## src/rtl/buffer_xfer_ctrl.sv

```systemverilog
`default_nettype none
// ============================================================================
// Module   : buffer_xfer_ctrl
// Purpose  : Beat sequencer and pipeline-stall controller for LBUF/SBUF/SHA3 wait
// Revision : 1.0 - initial release
// ============================================================================
module buffer_xfer_ctrl #(
    parameter int ADDR_BITS = 5,
    parameter int DEPTH     = 25,
    parameter int NUM_CH    = 2,
    parameter int CH_BITS   = 1
) (
    input  logic                 CLK,
    input  logic                 RST,
    input  logic                 start_i,
    input  logic [1:0]           mode_i,
    input  logic [CH_BITS-1:0]   chan_i,
    input  logic [ADDR_BITS:0]   amount_i,
    input  logic                 sha3_busy_i,
    input  logic                 mem_ready_i,
    output logic                 stall_o,
    output logic                 busy_o,
    output logic [ADDR_BITS-1:0] offset_o,
    output logic                 mem_re_o,
    output logic                 mem_we_o,
    output logic [NUM_CH-1:0]    buf_we_o,
    output logic [NUM_CH-1:0]    buf_re_o,
    output logic                 done_o,
    output logic                 err_o
);

    localparam logic [ADDR_BITS:0] c_depth  = (ADDR_BITS+1)'(DEPTH);
    localparam logic [CH_BITS:0]   c_num_ch = (CH_BITS+1)'(NUM_CH);

    typedef enum logic [2:0] {
        S_IDLE  = 3'd0,
        S_LOAD  = 3'd1,
        S_SWAIT = 3'd2,
        S_STORE = 3'd3,
        S_DONE  = 3'd4
    } state_t;

    state_t               state_q, state_d;
    logic [ADDR_BITS-1:0] cnt_q,   cnt_d;
    logic [ADDR_BITS:0]   len_q,   len_d;
    logic [CH_BITS-1:0]   chan_q,  chan_d;
    logic                 err_q,   err_d;

    logic                 w_legal;
    logic [ADDR_BITS:0]   w_len;
    logic                 w_last;
    logic [NUM_CH-1:0]    w_chan_oh;

    // A request is legal only for LBUF/SBUF on an existing channel.
    assign w_legal   = ~mode_i[1] && ({1'b0, chan_i} < c_num_ch);
    assign w_len     = (amount_i > c_depth) ? c_depth : amount_i;
    assign w_last    = (({1'b0, cnt_q} + (ADDR_BITS+1)'(1)) == len_q);
    assign w_chan_oh = NUM_CH'(1) << chan_q;

    always_ff @(posedge CLK or posedge RST) begin
        if (RST) begin
            state_q <= S_IDLE;
            cnt_q   <= '0;
            len_q   <= '0;
            chan_q  <= '0;
            err_q   <= 1'b0;
        end else begin
            state_q <= state_d;
            cnt_q   <= cnt_d;
            len_q   <= len_d;
            chan_q  <= chan_d;
            err_q   <= err_d;
        end
    end

    always_comb begin
        state_d  = state_q;
        cnt_d    = cnt_q;
        len_d    = len_q;
        chan_d   = chan_q;
        err_d    = 1'b0;
        stall_o  = 1'b0;
        busy_o   = 1'b0;
        offset_o = '0;
        mem_re_o = 1'b0;
        mem_we_o = 1'b0;
        buf_we_o = '0;
        buf_re_o = '0;
        done_o   = 1'b0;

        case (state_q)
            S_IDLE: begin
                if (start_i) begin
                    if (w_legal) begin
                        // Stall the requesting instruction in its own issue cycle.
                        stall_o = 1'b1;
                        chan_d  = chan_i;
                        len_d   = w_len;
                        cnt_d   = '0;
                        if (w_len == '0)
                            state_d = S_DONE;
                        else if (mode_i[0])
                            state_d = S_SWAIT;
                        else
                            state_d = S_LOAD;
                    end else begin
                        err_d = 1'b1;
                    end
                end
            end

            S_SWAIT: begin
                stall_o = 1'b1;
                busy_o  = 1'b1;
                if (!sha3_busy_i)
                    state_d = S_STORE;
            end

            S_LOAD, S_STORE: begin
                stall_o  = 1'b1;
                busy_o   = 1'b1;
                offset_o = cnt_q;
                if (state_q == S_LOAD) begin
                    mem_re_o = 1'b1;
                    buf_we_o = w_chan_oh;
                end else begin
                    mem_we_o = 1'b1;
                    buf_re_o = w_chan_oh;
                end
                // Counter advances only on an accepted beat and never wraps.
                if (mem_ready_i) begin
                    if (w_last)
                        state_d = S_DONE;
                    else
                        cnt_d = cnt_q + ADDR_BITS'(1);
                end
            end

            S_DONE: begin
                busy_o  = 1'b1;
                done_o  = 1'b1;
                cnt_d   = '0;
                state_d = S_IDLE;
            end

            default: begin
                state_d = S_IDLE;
            end
        endcase
    end

    assign err_o = err_q;

endmodule
`default_nettype wire

```

## config.mk

```make
export PLATFORM = sky130hd
export DESIGN_NAME = buffer_xfer_ctrl
export DESIGN_NICKNAME = d
export VERILOG_FILES = /design/src/rtl/buffer_xfer_ctrl.sv
export SDC_FILE = /design/constraint.sdc
export NUM_CORES = 1
export LEC_CHECK = 0
export CAP_MARGIN = 25
export CORE_ASPECT_RATIO = 1.5
export CORE_MARGIN = 10
export CORE_UTILIZATION = 45
export DETAILED_ROUTE_END_ITERATION = 7
export PLACE_DENSITY = 0.76
export SYNTH_ARGS = -nofsm -noshare
export SYNTH_HDL_FRONTEND = slang
export SYNTH_SLANG_ARGS = --single-unit
```

## constraint.sdc

```tcl
create_clock -name CLK -period 3.2 [get_ports CLK]
set_clock_uncertainty 0.2 [all_clocks]
set_input_delay 0.64 -clock CLK [delete_from_list [all_inputs] [get_ports CLK]]
set_output_delay 0.64 -clock CLK [all_outputs]
set_load 0.01 [all_outputs]
```

==> results of run 1 <==
cell type report:
class | instances | share of cell area (%)
Sequential cell | 16 | 30.2
Timing Repair Buffer | 28 | 21.1
Clock buffer | 4 | 2.74
Multi-Input combinational cell | 89 | 41.9
Inverter | 7 | 1.98
Tap cell | 22 | 2.08
cells by family after synthesis:
logic type	count (synthesis)	share of synthesized area, %
XOR/XNOR	7	6.10
AND/OR/NAND/NOR	63	34.2
flip-flops	16	39.9
AO/OA/AOI/OAI	16	11.7
multiplexers	2	1.99
buffers and inverters	12	4.86
adder cells (fa/ha/maj)	1	1.25
layer usage:
metal	up-vias	global-route usage, %
li1	449	-
met1	419	11.4
met2	25	20.7
met3	2	2.28
met4	0	5.53
met5	-	0
registers in the layout, indices dropped and copies added (netlist names):
signal	cells
chan_q	1
err_o	1
len_q	6
cnt_q	5
state_q	3
cell usage after synthesis:
cell                        number
sky130_fd_sc_hd__xnor2_1         5
sky130_fd_sc_hd__and2_1          8
sky130_fd_sc_hd__nor3_1          5
sky130_fd_sc_hd__a22o_1          2
sky130_fd_sc_hd__dfrtp_1        16
sky130_fd_sc_hd__o211ai_4        1
sky130_fd_sc_hd__ha_1            1
sky130_fd_sc_hd__nand3b_1        1
sky130_fd_sc_hd__nand2b_1        4
sky130_fd_sc_hd__nor4b_2         1
sky130_fd_sc_hd__clkbuf_1        4
sky130_fd_sc_hd__o2111ai_1       1
sky130_fd_sc_hd__nand2_1        14
sky130_fd_sc_hd__xor2_1          2
sky130_fd_sc_hd__nand4bb_1       1
sky130_fd_sc_hd__nor4b_1         2
sky130_fd_sc_hd__inv_1           7
sky130_fd_sc_hd__nand3_1         4
sky130_fd_sc_hd__a22oi_1         1
sky130_fd_sc_hd__o211ai_1        2
sky130_fd_sc_hd__and3_1          1
sky130_fd_sc_hd__and2b_1         1
sky130_fd_sc_hd__a21oi_1         2
sky130_fd_sc_hd__o21ai_1         2
sky130_fd_sc_hd__o21ai_0         4
sky130_fd_sc_hd__nand4_2         1
sky130_fd_sc_hd__nor3_2          1
sky130_fd_sc_hd__nor2_1         14
sky130_fd_sc_hd__nor2b_1         2
sky130_fd_sc_hd__buf_4           1
sky130_fd_sc_hd__a211oi_1        1
sky130_fd_sc_hd__or3_1           3
sky130_fd_sc_hd__mux2i_1         2
final timing paths:
kind	start	to	slack, ps	cells past startpoint
setup / recovery	mode_i[1]	stall_o	350	4
min in group asynchronous	RST	err_o	520	2
hold reg to reg	len_q[3]	len_q[3]	310	2
max in group asynchronous	RST	cnt_q[3]	1870	2
setup reg to reg	cnt_q[0]	state_q[2]	1050	7
hold / removal	len_q[3]	len_q[3]	310	2
worst reg2reg max path, delay by kind of cell (launching register included):
family / cells / cell delay [ps]
AND/OR/NAND/NOR: 2 / 480
AO/OA/AOI/OAI: 3 / 470
flip-flops: 1 / 460
adder cells (fa/ha/maj): 1 / 290
XOR/XNOR: 1 / 180
where the power goes:
group | switching, mW | internal, mW
Sequential | 0.121 | 0.285
Combinational | 0.314 | 0.360
Clock | 0.0656 | 0.0693
Total | 0.500 | 0.714
==> impl_results.html, run 1 <==
<table>
<tr><th>Metric</th><th>Value</th></tr>
<tr><th colspan="2">Synth</th></tr>
<tr><td>Top cell type by total area after synthesis</td><td>sky130_fd_sc_hd__dfrtp_1</td></tr>
<tr><td>Gate count after technology mapping</td><td>117</td></tr>
<tr><td>Top cells by area in the synthesized netlist</td><td>sky130_fd_sc_hd__dfrtp_1 40%, sky130_fd_sc_hd__nand2_1 5.2%, sky130_fd_sc_hd__nor2_1 5.2%, sky130_fd_sc_hd__and2_1 5.0%, sky130_fd_sc_hd__xnor2_1 4.4%</td></tr>
<tr><td>Yosys warnings</td><td>0</td></tr>
<tr><td>Mean area per synthesized cell</td><td>between 8 and 9 um2</td></tr>
<tr><td>Netlist cell types</td><td>33</td></tr>
<tr><td>Top cell type's share of synthesized area</td><td>roughly 40%</td></tr>
<tr><td>Synthesized cell area</td><td>0.00100 mm2</td></tr>
<tr><td>Register bit count reported by yosys</td><td>16</td></tr>
<tr><td>Synthesized Nets</td><td>132</td></tr>
<tr><td>Seq/Total Area, Yosys</td><td>39.9%</td></tr>
<tr><th colspan="2">STA</th></tr>
<tr><td>Final-report max-slew violation count</td><td>0</td></tr>
<tr><td>Fin. Hold Viols</td><td>0</td></tr>
<tr><td>Total Negative Setup Slacks</td><td>0 ps</td></tr>
<tr><td>Setup repair after global routing missed its margin</td><td>false</td></tr>
<tr><td>Number of failing setup endpoints in the final timing report</td><td>0</td></tr>
<tr><td>Final critical delay including setup and external delays</td><td>2850 ps</td></tr>
<tr><td>Slew Limit Headroom</td><td>57.9%</td></tr>
<tr><td>Worst hold slack</td><td>313 ps</td></tr>
<tr><td>Least-Margin Pin Slew</td><td>631 ps</td></tr>
<tr><td>Least setup slack across all paths after layout</td><td>352 ps</td></tr>
<tr><td>Max Freq</td><td>351 MHz</td></tr>
<tr><td>Share of the cycle needed by the critical path after routing</td><td>89.0%</td></tr>
<tr><th colspan="2">Place</th></tr>
<tr><td>Count of placed standard cells including taps</td><td>~160</td></tr>
<tr><td>Total of buffers placed on input and output ports</td><td>28</td></tr>
<tr><td>Detailed placer's ending HPWL</td><td>1960 um</td></tr>
<tr><td>Instance area after placement</td><td>0.00129 mm2</td></tr>
<tr><td>Place WS</td><td>356 ps</td></tr>
<tr><td>RePlAce Congestion</td><td>0.843</td></tr>
<tr><th colspan="2">Clock network</th></tr>
<tr><td>Cts-stage hold buffer count</td><td>0</td></tr>
<tr><td># resized after CTS</td><td>0</td></tr>
<tr><td>Number of H-tree levels</td><td>1</td></tr>
<tr><td>Master cell of the clock root buffer</td><td>sky130_fd_sc_hd__clkbuf_4</td></tr>
<tr><td>CTS Buf Count</td><td>3</td></tr>
<tr><td>Maximum buffer depth of the clock tree</td><td>2</td></tr>
<tr><td>Clock net sink count</td><td>16</td></tr>
<tr><td>Worst-skew pair later-pin latency</td><td>around 290 ps</td></tr>
<tr><td>CTS clk-pin slew, worst paths</td><td>90 ps</td></tr>
<tr><td>TritonCTS clock tree</td><td>built</td></tr>
<tr><td>Number of setup buffers added after CTS</td><td>0</td></tr>
<tr><th colspan="2">Cells and area</th></tr>
<tr><td>Fillers</td><td>178</td></tr>
<tr><td>ANT cells</td><td>0</td></tr>
<tr><td>Post-layout utilization of the core</td><td>63.9%</td></tr>
<tr><td>Most frequent cells in the layout</td><td>28 x sky130_fd_sc_hd__clkdlybuf4s50_1, 16 x sky130_fd_sc_hd__dfrtp_1, 14 x sky130_fd_sc_hd__nor2_1, 14 x sky130_fd_sc_hd__nand2_1, 8 x sky130_fd_sc_hd__and2_1</td></tr>
<tr><td>Non-filler instance count after layout</td><td>166</td></tr>
<tr><td>Area Growth Syn to Fin</td><td>32.0%</td></tr>
<tr><td>Total Nets Final</td><td>160</td></tr>
<tr><td>Area of the multi-input gates</td><td>around 560 um2</td></tr>
<tr><td>Proportion of layout cells with a drive suffix above 1</td><td>5.56%</td></tr>
<tr><td>Most common cell after layout, fill and taps aside</td><td>sky130_fd_sc_hd__clkdlybuf4s50_1</td></tr>
<tr><td>Flip-flop and latch area</td><td>400 um2</td></tr>
<tr><td>Final Instance Area</td><td>0.00133 mm2</td></tr>
<tr><th colspan="2">Detailed routing</th></tr>
<tr><td>Met1 wire length</td><td>between 900 and 1000 um</td></tr>
<tr><td>Routed wire length</td><td>2400 um</td></tr>
<tr><td>Met3 routed wirelength</td><td>147 um</td></tr>
<tr><td>Routed vias</td><td>895</td></tr>
<tr><td>Amount of wire on met2 after detailed routing</td><td>1260 um</td></tr>
<tr><td>Initial DRC Count</td><td>22</td></tr>
<tr><td>Top routing layer in use</td><td>met4</td></tr>
<tr><td>Wire per inst</td><td>about 14 um</td></tr>
<tr><td>Antenna Nets Post-Route</td><td>0</td></tr>
<tr><td>TritonRoute pass-1 iters</td><td>4</td></tr>
<tr><td>DR vias/cell</td><td>roughly 5.4</td></tr>
<tr><td>Drc violations</td><td>0</td></tr>
<tr><th colspan="2">Worst setup path</th></tr>
<tr><td>Nature of the critical path startpoint</td><td>primary input</td></tr>
<tr><td>Number of buffer and inverter stages on the critical path</td><td>2</td></tr>
<tr><td>Required time worst endpoint</td><td>2360 ps</td></tr>
<tr><td>Critical Path Fanout Max</td><td>4</td></tr>
<tr><td>Crit path largest cell delay</td><td>560 ps</td></tr>
<tr><td>Worst Setup Path Type</td><td>in2out</td></tr>
<tr><td>Most frequent CP cell</td><td>sky130_fd_sc_hd__clkdlybuf4s50_1</td></tr>
<tr><td>Cell chain of the critical path</td><td>clkdlybuf4s50_1, nand2b_1, a21oi_1, clkdlybuf4s50_1</td></tr>
<tr><td>Crit. End Element</td><td>output pin</td></tr>
<tr><td>Largest delay share family, worst path</td><td>buffers and inverters</td></tr>
<tr><td>Critical Path Slowest Stage Cell</td><td>sky130_fd_sc_hd__clkdlybuf4s50_1</td></tr>
<tr><td>Data arrival time of the critical path</td><td>2010 ps</td></tr>
<tr><th colspan="2">Power and ir drop</th></tr>
<tr><td>Overall power</td><td>1.21 mW</td></tr>
<tr><td>Power per Cell Area</td><td>915 mW/mm2</td></tr>
<tr><td>Static power due to leakage</td><td>0.564 nW</td></tr>
<tr><td>Worst VDD drop</td><td>0.492 mV</td></tr>
<tr><th colspan="2">Global route</th></tr>
<tr><td>Congestion Overflow GR</td><td>0</td></tr>
<tr><td>Global-route total usage across every layer</td><td>11.3%</td></tr>
<tr><td>Wire length of the first global-routing pass</td><td>4280 um</td></tr>
<tr><td>Largest net degree at the start of global routing</td><td>17</td></tr>
<tr><td>Initial antenna violation count</td><td>0</td></tr>
<tr><td>Vias in the first global route</td><td>957</td></tr>
<tr><th colspan="2">Die</th></tr>
<tr><td>Area enclosed by the die boundary</td><td>0.00456 mm2</td></tr>
<tr><td>Count of boundary I/O pins</td><td>29</td></tr>
<tr><td>Row count</td><td>20</td></tr>
<tr><td>Starting utilization of the core area</td><td>48.4%</td></tr>
<tr><td>Vertical die dimension</td><td>a little under 80 um</td></tr>
<tr><td>Core box area</td><td>0.00208 mm2</td></tr>
<tr><td>Chip width</td><td>between 50 and 60 um</td></tr>
<tr><th colspan="2">Status</th></tr>
<tr><td>Run status</td><td>complete, no violations</td></tr>
<tr><th colspan="2">Hold path</th></tr>
<tr><td>Path category of the worst min-delay check</td><td>reg2reg</td></tr>
<tr><th colspan="2">Job</th></tr>
<tr><td>MaxCap Viol Count</td><td>0</td></tr>
</table>
Power figures use the tool's default switching activity.
==> inputs of run 2 (changes only) <==
--- a/config.mk
+++ b/config.mk
@@ -8,9 +8,9 @@
 export CAP_MARGIN = 25
 export CORE_ASPECT_RATIO = 1.5
 export CORE_MARGIN = 10
-export CORE_UTILIZATION = 45
+export CORE_UTILIZATION = 50
 export DETAILED_ROUTE_END_ITERATION = 7
-export PLACE_DENSITY = 0.76
+export PLACE_DENSITY = 0.84
 export SYNTH_ARGS = -nofsm -noshare
 export SYNTH_HDL_FRONTEND = slang
 export SYNTH_SLANG_ARGS = --single-unit
==> run 2 against run 1 <==
Net effect: cell count down 0.60%; critical path type unchanged; critical endpoint unchanged; cell area about the same; register-to-register slack about the same; combinational power down 0.7%; maximum frequency down 0.40%.
==> impl_results.html, run 2 (synthesis gave the netlist of run 1 again) <==
<table>
<tr><th>Metric</th><th>Value</th></tr>
<tr><th colspan="2">Status</th></tr>
<tr><td>Run status</td><td>complete, no violations</td></tr>
<tr><th colspan="2">Worst setup path</th></tr>
<tr><td>Depth of the most critical reg-to-reg path</td><td>7</td></tr>
<tr><td>Capturing element of the worst setup path</td><td>stall_o</td></tr>
<tr><td>Required time worst endpoint</td><td>2360 ps</td></tr>
<tr><td>Data arrival time of the critical path</td><td>2020 ps</td></tr>
<tr><td>Reg-to-reg critical path startpoint</td><td>cnt_q[0]</td></tr>
<tr><td>Crit. End Element</td><td>output pin</td></tr>
<tr><td>Nature of the critical path startpoint</td><td>primary input</td></tr>
<tr><td>Critical Path Fanout Max</td><td>4</td></tr>
<tr><td>Reg2reg setup slack</td><td>approximately 1100 ps</td></tr>
<tr><td>Worst Setup Path Type</td><td>in2out</td></tr>
<tr><td>CP Launch Point</td><td>mode_i[1]</td></tr>
<tr><td>Worst R2R End</td><td>cnt_q[4]</td></tr>
<tr><th colspan="2">Cells and area</th></tr>
<tr><td>Most common cell after layout, fill and taps aside</td><td>sky130_fd_sc_hd__clkdlybuf4s50_1</td></tr>
<tr><td>Flip-flop and latch area</td><td>about 400 um2</td></tr>
<tr><td>Most frequent cells in the layout</td><td>28 x sky130_fd_sc_hd__clkdlybuf4s50_1, 16 x sky130_fd_sc_hd__dfrtp_1, 14 x sky130_fd_sc_hd__nor2_1, 14 x sky130_fd_sc_hd__nand2_1, 8 x sky130_fd_sc_hd__and2_1</td></tr>
<tr><td>Largest regs</td><td>len_q: 6 flops, cnt_q: 5 flops, state_q: 3 flops</td></tr>
<tr><td>Fillers</td><td>149</td></tr>
<tr><td>Flip-flop count of the largest register, all copies and words added</td><td>6</td></tr>
<tr><td>Proportion of layout cells with a drive suffix above 1</td><td>roughly 5.6%</td></tr>
<tr><td>Non-filler instance count after layout</td><td>165</td></tr>
<tr><td>Total Nets Final</td><td>160</td></tr>
<tr><td>Final Instance Area</td><td>0.00133 mm2</td></tr>
<tr><td>Reg with most FFs</td><td>len_q</td></tr>
<tr><td>Area of the multi-input gates</td><td>about 560 um2</td></tr>
<tr><td>ANT cells</td><td>0</td></tr>
<tr><td>Area Growth Syn to Fin</td><td>31.9%</td></tr>
<tr><th colspan="2">Clock network</th></tr>
<tr><td>Number of H-tree levels</td><td>1</td></tr>
<tr><td># resized after CTS</td><td>0</td></tr>
<tr><td>Clock net sink count</td><td>16</td></tr>
<tr><td>Cts-stage hold buffer count</td><td>0</td></tr>
<tr><td>Master cell of the clock root buffer</td><td>sky130_fd_sc_hd__clkbuf_4</td></tr>
<tr><td>CTS Buf Count</td><td>3</td></tr>
<tr><td>TritonCTS clock tree</td><td>built</td></tr>
<tr><td>Number of setup buffers added after CTS</td><td>0</td></tr>
<tr><td>CTS clk-pin slew, worst paths</td><td>90 ps</td></tr>
<tr><td>Maximum buffer depth of the clock tree</td><td>2</td></tr>
<tr><td>Worst-skew pair later-pin latency</td><td>290 ps</td></tr>
<tr><th colspan="2">Global route</th></tr>
<tr><td>Wire length of the first global-routing pass</td><td>4200 um</td></tr>
<tr><td>Initial antenna violation count</td><td>0</td></tr>
<tr><td>Congestion Overflow GR</td><td>0</td></tr>
<tr><td>Vias in the first global route</td><td>~1k</td></tr>
<tr><td>Largest net degree at the start of global routing</td><td>17</td></tr>
<tr><td>Global-route total usage across every layer</td><td>12.0%</td></tr>
<tr><th colspan="2">Power and ir drop</th></tr>
<tr><td>Power per Cell Area</td><td>roughly 910 mW/mm2</td></tr>
<tr><td>Worst VDD drop</td><td>around 0.47 mV</td></tr>
<tr><td>Static power due to leakage</td><td>0.564 nW</td></tr>
<tr><th colspan="2">Hold path</th></tr>
<tr><td>Path category of the worst min-delay check</td><td>reg2reg</td></tr>
<tr><td>Cell count of the worst hold path</td><td>2</td></tr>
<tr><th colspan="2">Place</th></tr>
<tr><td>Count of placed standard cells including taps</td><td>161</td></tr>
<tr><td>Instance area after placement</td><td>approximately 0.0013 mm2</td></tr>
<tr><td>Detailed placer's ending HPWL</td><td>2010 um</td></tr>
<tr><td>Total of buffers placed on input and output ports</td><td>28</td></tr>
<tr><td>RePlAce Congestion</td><td>0.783</td></tr>
<tr><th colspan="2">STA</th></tr>
<tr><td>Max Freq</td><td>about 350 MHz</td></tr>
<tr><td>Final-report max-slew violation count</td><td>0</td></tr>
<tr><td>Fin. Hold Viols</td><td>0</td></tr>
<tr><td>Number of failing setup endpoints in the final timing report</td><td>0</td></tr>
<tr><td>Share of the cycle needed by the critical path after routing</td><td>89.4%</td></tr>
<tr><td>Least-Margin Pin Slew</td><td>595 ps</td></tr>
<tr><td>Total Negative Setup Slacks</td><td>0 ps</td></tr>
<tr><td>Setup repair after global routing missed its margin</td><td>false</td></tr>
<tr><td>Slew Limit Headroom</td><td>60.3%</td></tr>
<tr><td>Final critical delay including setup and external delays</td><td>2860 ps</td></tr>
<tr><th colspan="2">Die</th></tr>
<tr><td>Starting utilization of the core area</td><td>53.5%</td></tr>
<tr><td>Chip width</td><td>56.6 um</td></tr>
<tr><td>Area enclosed by the die boundary</td><td>0.00424 mm2</td></tr>
<tr><td>Core box area</td><td>0.00188 mm2</td></tr>
<tr><td>Row count</td><td>19</td></tr>
<tr><td>Vertical die dimension</td><td>74.9 um</td></tr>
<tr><td>Count of boundary I/O pins</td><td>29</td></tr>
<tr><th colspan="2">Detailed routing</th></tr>
<tr><td>Antenna Nets Post-Route</td><td>0</td></tr>
<tr><td>Wire per inst</td><td>14.2 um</td></tr>
<tr><td>Routed wire length</td><td>~2400 um</td></tr>
<tr><td>Initial DRC Count</td><td>21</td></tr>
<tr><td>DR vias/cell</td><td>5.51</td></tr>
<tr><td>Drc violations</td><td>0</td></tr>
<tr><td>TritonRoute pass-1 iters</td><td>4</td></tr>
<tr><td>Routed vias</td><td>909</td></tr>
<tr><th colspan="2">Job</th></tr>
<tr><td>MaxCap Viol Count</td><td>0</td></tr>
</table>
[run 2: cell counts in the layout (fill, tap and decap cells not counted)]
No cell type changed its count.
[run 2: worst min-delay path by stage]
| stage | startpoint | endpoint | slack [ps] |
|---|---|---|---|
| final | len_q[3] | len_q[3] | 320 |
| after global routing | len_q[3] | len_q[3] | 350 |
| after global placement | len_q[4] | len_q[4] | 290 |
| after detailed placement | len_q[5] | len_q[5] | 290 |
| after floorplan | len_q[4] | len_q[4] | 260 |
| after CTS | len_q[5] | len_q[5] | 320 |
[run 2: per-stage QoR]
| stage | total power [mW] | util (%) | setup WS [ps] | hold WS [ps] |
|---|---|---|---|---|
| after global routing | 1.32 | 70.6 | 235 | 346 |
| final | 1.21 | 70.6 | 341 | 321 |
| after floorplan | 0.818 | - | 1100 | 260 |
| after detailed placement | 1.09 | 68.6 | 339 | 290 |
| after global placement | 1.06 | 68.6 | 378 | 293 |
| after CTS | 1.22 | 70.6 | 336 | 318 |
[run 2: layout make-up]
type,instances,share of cell area (%)
clock buffers,4,2.74
inverters,7,1.98
multi-input cells,89,41.9
flip-flops and latches,16,30.2
well taps,21,1.98
repair buffers,28,21.2
[run 2: where the power goes]
part / internal, mW / total (mW) / switching [mW]
clock: 0.0694 / 0.136 / 0.0670
combinational: 0.359 / 0.669 / 0.310
sequential: 0.285 / 0.405 / 0.120
total: 0.714 / 1.21 / 0.497
[run 2: worst max-delay path: stages]
cell                              delay, ps
sky130_fd_sc_hd__clkdlybuf4s50_1        450
sky130_fd_sc_hd__nand2b_1               210
sky130_fd_sc_hd__a21oi_1                160
sky130_fd_sc_hd__clkdlybuf4s50_1        560
[run 2: routing by layer]
layer	global-route usage, %	part of all wire, %
met4	7.24	3.4
met5	0	0
met2	22.1	53
met3	2.86	5.0
met1	12.0	38
